### src/rtl/voting_machine.sv
// Four-candidate voting core: debounced one-vote-per-press tallies plus a result display.
// Optional feature: define VOTE_TOTAL_EN to show the saturated grand total when no button is pressed in result mode.
module voting_machine #(
  parameter int DEBOUNCE_CYCLES = 4
) (
  input  logic       clock,
  input  logic       reset,
  input  logic       mode,
  input  logic       button1,
  input  logic       button2,
  input  logic       button3,
  input  logic       button4,
  output logic [7:0] led
);

  localparam int DW = $clog2(DEBOUNCE_CYCLES + 1);
  localparam logic [DW-1:0] DEB_MAX  = DW'(DEBOUNCE_CYCLES);
  localparam logic [DW-1:0] DEB_LAST = DW'(DEBOUNCE_CYCLES - 1);

  // Bit k of every 4-bit vector below refers to button k+1.
  logic [3:0]    btn_q;
  logic          mode_q;
  logic [DW-1:0] deb [4];
  logic [3:0]    lock;
  logic [3:0]    ack;
  logic [7:0]    count [4];

  logic [3:0]    accept;
  logic [3:0]    valid;
  logic [7:0]    result_led;

`ifdef VOTE_TOTAL_EN
  logic [9:0]    total;
  assign total = {2'b00, count[0]} + {2'b00, count[1]} + {2'b00, count[2]} + {2'b00, count[3]};
`endif

  // accept: this cycle the press reaches its debounce threshold; valid: it also is
  // the only button down, so the vote is counted rather than discarded.
  always_comb begin
    accept = 4'b0000;
    valid  = 4'b0000;
    for (int k = 0; k < 4; k++) begin
      accept[k] = !mode_q && btn_q[k] && (deb[k] == DEB_LAST) && !lock[k];
      valid[k]  = accept[k] && ((btn_q & ~(4'b0001 << k)) == 4'b0000);
    end
  end

  // Result display: lowest-numbered pressed button wins.
  always_comb begin
`ifdef VOTE_TOTAL_EN
    result_led = (total > 10'd255) ? 8'hFF : total[7:0];
`else
    result_led = 8'h00;
`endif
    if (btn_q[3]) result_led = count[3];
    if (btn_q[2]) result_led = count[2];
    if (btn_q[1]) result_led = count[1];
    if (btn_q[0]) result_led = count[0];
  end

  always_ff @(posedge clock) begin
    if (reset) begin
      btn_q  <= 4'b0000;
      mode_q <= 1'b0;
      lock   <= 4'b0000;
      ack    <= 4'b0000;
      led    <= 8'h00;
      for (int k = 0; k < 4; k++) begin
        deb[k]   <= '0;
        count[k] <= 8'h00;
      end
    end else begin
      btn_q  <= {button4, button3, button2, button1};
      mode_q <= mode;
      for (int k = 0; k < 4; k++) begin
        if (mode_q || !btn_q[k]) begin
          deb[k]  <= '0;
          lock[k] <= 1'b0;
          ack[k]  <= 1'b0;
        end else begin
          if (deb[k] != DEB_MAX) deb[k] <= deb[k] + 1'b1;
          if (accept[k]) begin
            lock[k] <= 1'b1;
            ack[k]  <= valid[k];
          end
        end
        if (valid[k] && (count[k] != 8'd255)) count[k] <= count[k] + 8'd1;
      end
      if (mode_q)
        led <= result_led;
      else if ((valid != 4'b0000) || ((ack & btn_q) != 4'b0000))
        led <= 8'hFF;
      else
        led <= 8'h00;
    end
  end

endmodule

### config.mk
export PLATFORM = sky130hd
export DESIGN_NAME = voting_machine
export DESIGN_NICKNAME = d
export VERILOG_FILES = /design/src/rtl/voting_machine.sv
export SDC_FILE = /design/constraint.sdc
export NUM_CORES = 1
export LEC_CHECK = 0
export BUFFER_PORTS_ARGS = -buffer_cell sky130_fd_sc_hd__buf_2
export CAP_MARGIN = 15
export CELL_PAD_IN_SITES_DETAIL_PLACEMENT = 1
export CELL_PAD_IN_SITES_GLOBAL_PLACEMENT = 1
export CORE_UTILIZATION = 45
export CTS_BUF_LIST = sky130_fd_sc_hd__clkbuf_4 sky130_fd_sc_hd__clkbuf_8
export DETAILED_ROUTE_END_ITERATION = 8
export GPL_TIMING_DRIVEN = 0
export HOLD_SLACK_MARGIN = 0.15
export PLACE_DENSITY = 0.74
export SYNTH_ARGS = -nofsm -noshare
export SYNTH_HDL_FRONTEND = slang
export SYNTH_SLANG_ARGS = --single-unit
### constraint.sdc
create_clock -name clock -period 5 [get_ports clock]
set_clock_uncertainty 0.1 [all_clocks]
set_input_delay 0.75 -clock clock [delete_from_list [all_inputs] [get_ports clock]]
set_output_delay 0.75 -clock clock [all_outputs]
set_load 0.02 [all_outputs]
==> Word level (Yosys, flattened, before mapping) <==
Memories as Yosys holds them, arrays and structs flattened.
Index checks and enable logic that the tools add are counted.
Widths: inputs -> output; s select.
{ "totals": {"latch_bits": 0, "ramBits": 44, "n_memories": 2, "inputBits": 7, "out_inout_bits": 8, "ff_bits": 21, "mem_bits_ro": 0} }
{ "op_classes": {"n_lt_le_gt_ge": 0, "bitwise": 13, "n_eq_ne": 12, "addsub": 8, "n_div": 0, "reduce_logical": 44, "mux": 60, "shifts": 0, "multipliers": 0} }
{ "memory_table": {"columns": ["name", "words", "word_bits", "rd", "rd_ports_with_merged_regs", "wr", "line_no", "text"], "rows": [
  ["count", 4, 8, 4, 0, 4, "26", "logic [7:0] count [4];"],
  ["deb", 4, 3, 4, 0, 4, "23", "logic [DW-1:0] deb [4];"]
]} }
{ "op_table": {"columns": ["op", "n"], "rows": [
  ["$mux 8", 10],
  ["$mux 1", 42],
  ["$add 8x1->8 const B", 4],
  ["$ne 8x8->1 const B", 4],
  ["$mux 3", 8],
  ["$logic_and 1x1->1", 20],
  ["$logic_not 4->1", 4],
  ["$add 3x1->3 const B", 4],
  ["$eq 3x2->1 const B", 4],
  ["$ne 3x3->1 const B", 4],
  ["$or 1x1->1", 12],
  ["$logic_not 1->1", 9],
  ["$reduce_bool 4->1", 2],
  ["$reduce_or 2->1", 4],
  ["$logic_or 1x1->1", 5],
  ["$and 4x4->4", 1]
]} }

==> Longest topological paths before layout <==
{ "logic_depth": {"depth_word": 10, "depth_mapped": 7, "mapped_depth_nobuf": 6} }

==> Least setup slack after synthesis <==
Ideal clock, no wire load.
{ "synth_path": {"path_kind": "register to register", "startpoint": "mem deb[1][0] (netlist bit)", "endpoint": "mem count[1][0], enable pin", "t_arrival_ns": 1.658, "required_time_ns": 4.525, "stages_incl_launch_ff": 6, "synth_period_minus_slack_ns": 2.133, "setup_slack_ns": 2.867, "n_path_buf": 0, "setup_ns": 0.375, "cell_sequence": "edfxtp_1 ha_1 ha_1 nand2_1 or4_4 o21bai_1"} }
{ "synth_lines": {"columns": ["element", "line_no"], "rows": [
  ["start: declaration", "23"],
  ["end: declaration", "26"]
]} }

==> impl_metrics.ini <==
[finish]
filler_cell_count = 791
post_route_cells_drive_above_1_share = 0.159
nNetsFinal = 358
syn2layout_area_growth_pct = 11.2
num_antenna_cells = 0
final-instance-count-excl-fill = 436

[logic_synthesis]
ys.flop_type = sky130_fd_sc_hd__edfxtp_1
synth_top_cell_by_area = sky130_fd_sc_hd__edfxtp_1
synth.lib_cells_used.distinct = 37
netlist_area_sq_um = 3300
synthesis.yosys.warnings = 0
syn_nets = 333
async_s_r_ff_share_synth = 0
synth_enable_flop_cells = 44
post_synth_inst_count = 310
synth.ff_latch_count = 65
seq_area_frac_synth = 0.528
synthMostInstantiatedCell = sky130_fd_sc_hd__nor2_1
post-synth-top-area-fraction = 0.400
synth_top_area_cells = sky130_fd_sc_hd__edfxtp_1 (40%), sky130_fd_sc_hd__dfxtp_1 (13%), sky130_fd_sc_hd__ha_1 (6.1%)
post_synth_most_frequent_cells = sky130_fd_sc_hd__nor2_1 (46), sky130_fd_sc_hd__edfxtp_1 (44), sky130_fd_sc_hd__inv_1 (22)
synth_area_per_cell_sq_um = 10.6

[worst_setup_path]
ff2ff_path_depth = 5
launching_instance_or_port_of_the_critical_path = deb[0][0]
critPathRequiredTime_ps = 4880
critPathCapture = count[0][6]
critical_path.max_fanout = 8
timing.rr.start = deb[0][0]
timing.critical_path.arrival_ps = 2330
critPathLaunchType = register
regToRegSetupSlack_ps = 2550
rr_endpoint = count[0][6]
critical_path_class = register to register
crit_path_end_kind = register

[min_path]
min-delay-path-class = register to register

[global_route]
vias_in_the_first_global_route = 2423
maximum_number_of_pins_on_one_net_before_global_route_repair = 12
track_usage = 0.200
grt_pass1_wl_mm = 11.6
grt-ovfl-total = 0
antenna_violations_before_repair = 0

[pwr]
switching_power_w = 0.000262
power.ir.vdd_worst_v = 0.000140
power.share.sequential = 0.560
power.density_cell_area_nw_per_um2 = 293
power_report.internal_total_w = 0.000814
power_frac_clock = 0.381
p_leak_nw = 1.31
swShare = 0.243
combinationalPowerShare = 0.059

[floorplan]
design.core.area_sq_um = 6940
die_width_microns = 87.6
fp.dieArea_sq_um = 7680
core.rowCount = 30
floorplan.initialDensity = 0.475
die_y_microns = 87.6
io_pins = 15

[run_status]
outcome = finished, final reports clean

[route]
num_vias = 2345
drt_iter0_markers = 95
wl_per_cell_microns = 15.7
postRouteWirelength_mm = 6.84
drcViolationCount = 0
drt-vias-per-instance = 5.38
detail_route.first_pass.iterations = 4
drt.antenna.violating_nets = 0

[sta]
max_slew_violations = 0
hold_ws_ps = 373
worst_slack_ps = 2550
post-route-period-util = 0.490
tightest_slew_ps = 797
timing.final.hold_violations = 0
maxSlewHeadroom = 0.467
grt_setup_unrepaired = no
endpoints_failing_setup = 0
final.min_clock_period_ps = 2450
fmaxAchievable_mhz = 408
setup_total_negative_slack_ps = 0

[flow_run]
max-cap-violations = 0

[placed_design]
dp.cells = 420
numPortBuffers = 14
total_half_perimeter_wirelength_after_legalization_and_detailed_placement_mm = 5.00
pre_cts_ws_ps = 2540
gp_congestion = 0.804

[cts]
cts.repair_timing.setup_buffer_count = 0
clock_sinks = 65
clk-insertion-delay-late_ps = 350
cts-hold-fix-buffers = 0
worst_setup_hold_path_clk_slew_ps = 70
tritoncts = built
maximum_level_of_the_cts_h_tree = 3
clock_tree.buffer_depth = 2
root_buffer_cell = sky130_fd_sc_hd__clkbuf_8
cts_resized = 0
cts_buffers = 9
[layout by cell type (no fill, tap or decap), types with 3 or more instances in the layout]
cell                       count
sky130_fd_sc_hd__nor2b_1       7
sky130_fd_sc_hd__nand4_1       8
sky130_fd_sc_hd__o21bai_1      4
sky130_fd_sc_hd__clkbuf_1      9
sky130_fd_sc_hd__clkbuf_8     11
sky130_fd_sc_hd__dfxtp_1      21
sky130_fd_sc_hd__nand2_1      17
sky130_fd_sc_hd__edfxtp_1     44
sky130_fd_sc_hd__nor2_2       15
sky130_fd_sc_hd__xor2_1       12
sky130_fd_sc_hd__a21o_1        4
sky130_fd_sc_hd__xnor2_1      12
sky130_fd_sc_hd__o22ai_1       8
sky130_fd_sc_hd__clkinv_2      3
sky130_fd_sc_hd__nor2_1       46
sky130_fd_sc_hd__ha_1         16
sky130_fd_sc_hd__inv_1        22
sky130_fd_sc_hd__or3_1         6
sky130_fd_sc_hd__o311ai_0     10
sky130_fd_sc_hd__and4_1        3
sky130_fd_sc_hd__buf_6         3
sky130_fd_sc_hd__nand3_1      10
sky130_fd_sc_hd__and3_1        5
sky130_fd_sc_hd__buf_2        14
sky130_fd_sc_hd__a211oi_1      4
sky130_fd_sc_hd__a221oi_1      5
[power by group through the flow]
stage          clock, W  sequential, W  combinational [W]
3_3_place_gp          0       0.000613          0.0000617
2_1_floorplan         0       0.000611          0.0000426
3_5_place_dp          0       0.000614          0.0000635
6_report       0.000410       0.000602          0.0000639
4_1_cts        0.000419       0.000602          0.0000640
5_1_grt        0.000436       0.000604          0.0000716
[layout make-up]
| class | count | area, sq um | share of cell area |
|---|---|---|---|
| sequential | 65 | 1740 | 0.475 |
| tap | 96 | 120 | 0.0327 |
| buffer | 12 | 67.6 | 0.0184 |
| clock buffer | 11 | 151 | 0.0413 |
| clock inverter | 5 | 27.5 | 0.00750 |
| multi-input combinational | 210 | 1400 | 0.383 |
| inverter | 23 | 86.3 | 0.0235 |
| timing repair buffer | 14 | 70.1 | 0.0191 |
[cells by family after synthesis]
kind of cell / count (synthesis) / synth area share
AO/OA/AOI/OAI: 42 / 0.0978
flip-flops: 65 / 0.528
AND/OR/NAND/NOR: 126 / 0.197
buffers and inverters: 35 / 0.0466
XOR/XNOR: 24 / 0.0637
adder cells (fa/ha/maj): 16 / 0.0607
multiplexers: 2 / 0.00607
[critical path, stage by stage (launching register included)]
cell and delay [ps]:
sky130_fd_sc_hd__edfxtp_1 380, sky130_fd_sc_hd__ha_1 170, sky130_fd_sc_hd__ha_1 170, sky130_fd_sc_hd__nand2_1 80
sky130_fd_sc_hd__or4_4 540, sky130_fd_sc_hd__o21bai_1 660
[worst min-delay path by stage]
stage,startpoint,endpoint,slack (ps),depth (start not counted)
CTS,lock[2],lock[2],380,2
finish,lock[2],lock[2],370,2
global route,ack[1],ack[1],420,2
global placement,lock[3],lock[3],340,2
floorplan,lock[2],lock[2],330,2
detailed placement,lock[2],lock[2],360,2
[metal layers]
layer  routed length, microns  share of wire  track usage
met1                     3180           0.47        0.261
met2                     3300           0.48        0.335
met3                      233          0.034       0.0311
met4                      116          0.017       0.0805
met5                        0              0            0
[through the flow]
stage	total power, W	utilization	area, sq um
3_5_place_dp	0.000678	0.503	3490
5_1_grt	0.00111	0.528	3670
6_report	0.00108	0.528	3670
3_3_place_gp	0.000675	0.503	3490
2_1_floorplan	0.000653	-	3300
4_1_cts	0.00108	0.528	3670
[registers in the layout, summed over array words and instances (netlist names)]
register	count
ack	4
btn_q	4
count	32
deb	12
led	8
lock	4
mode_q	1
Power figures use the tool's default switching activity.
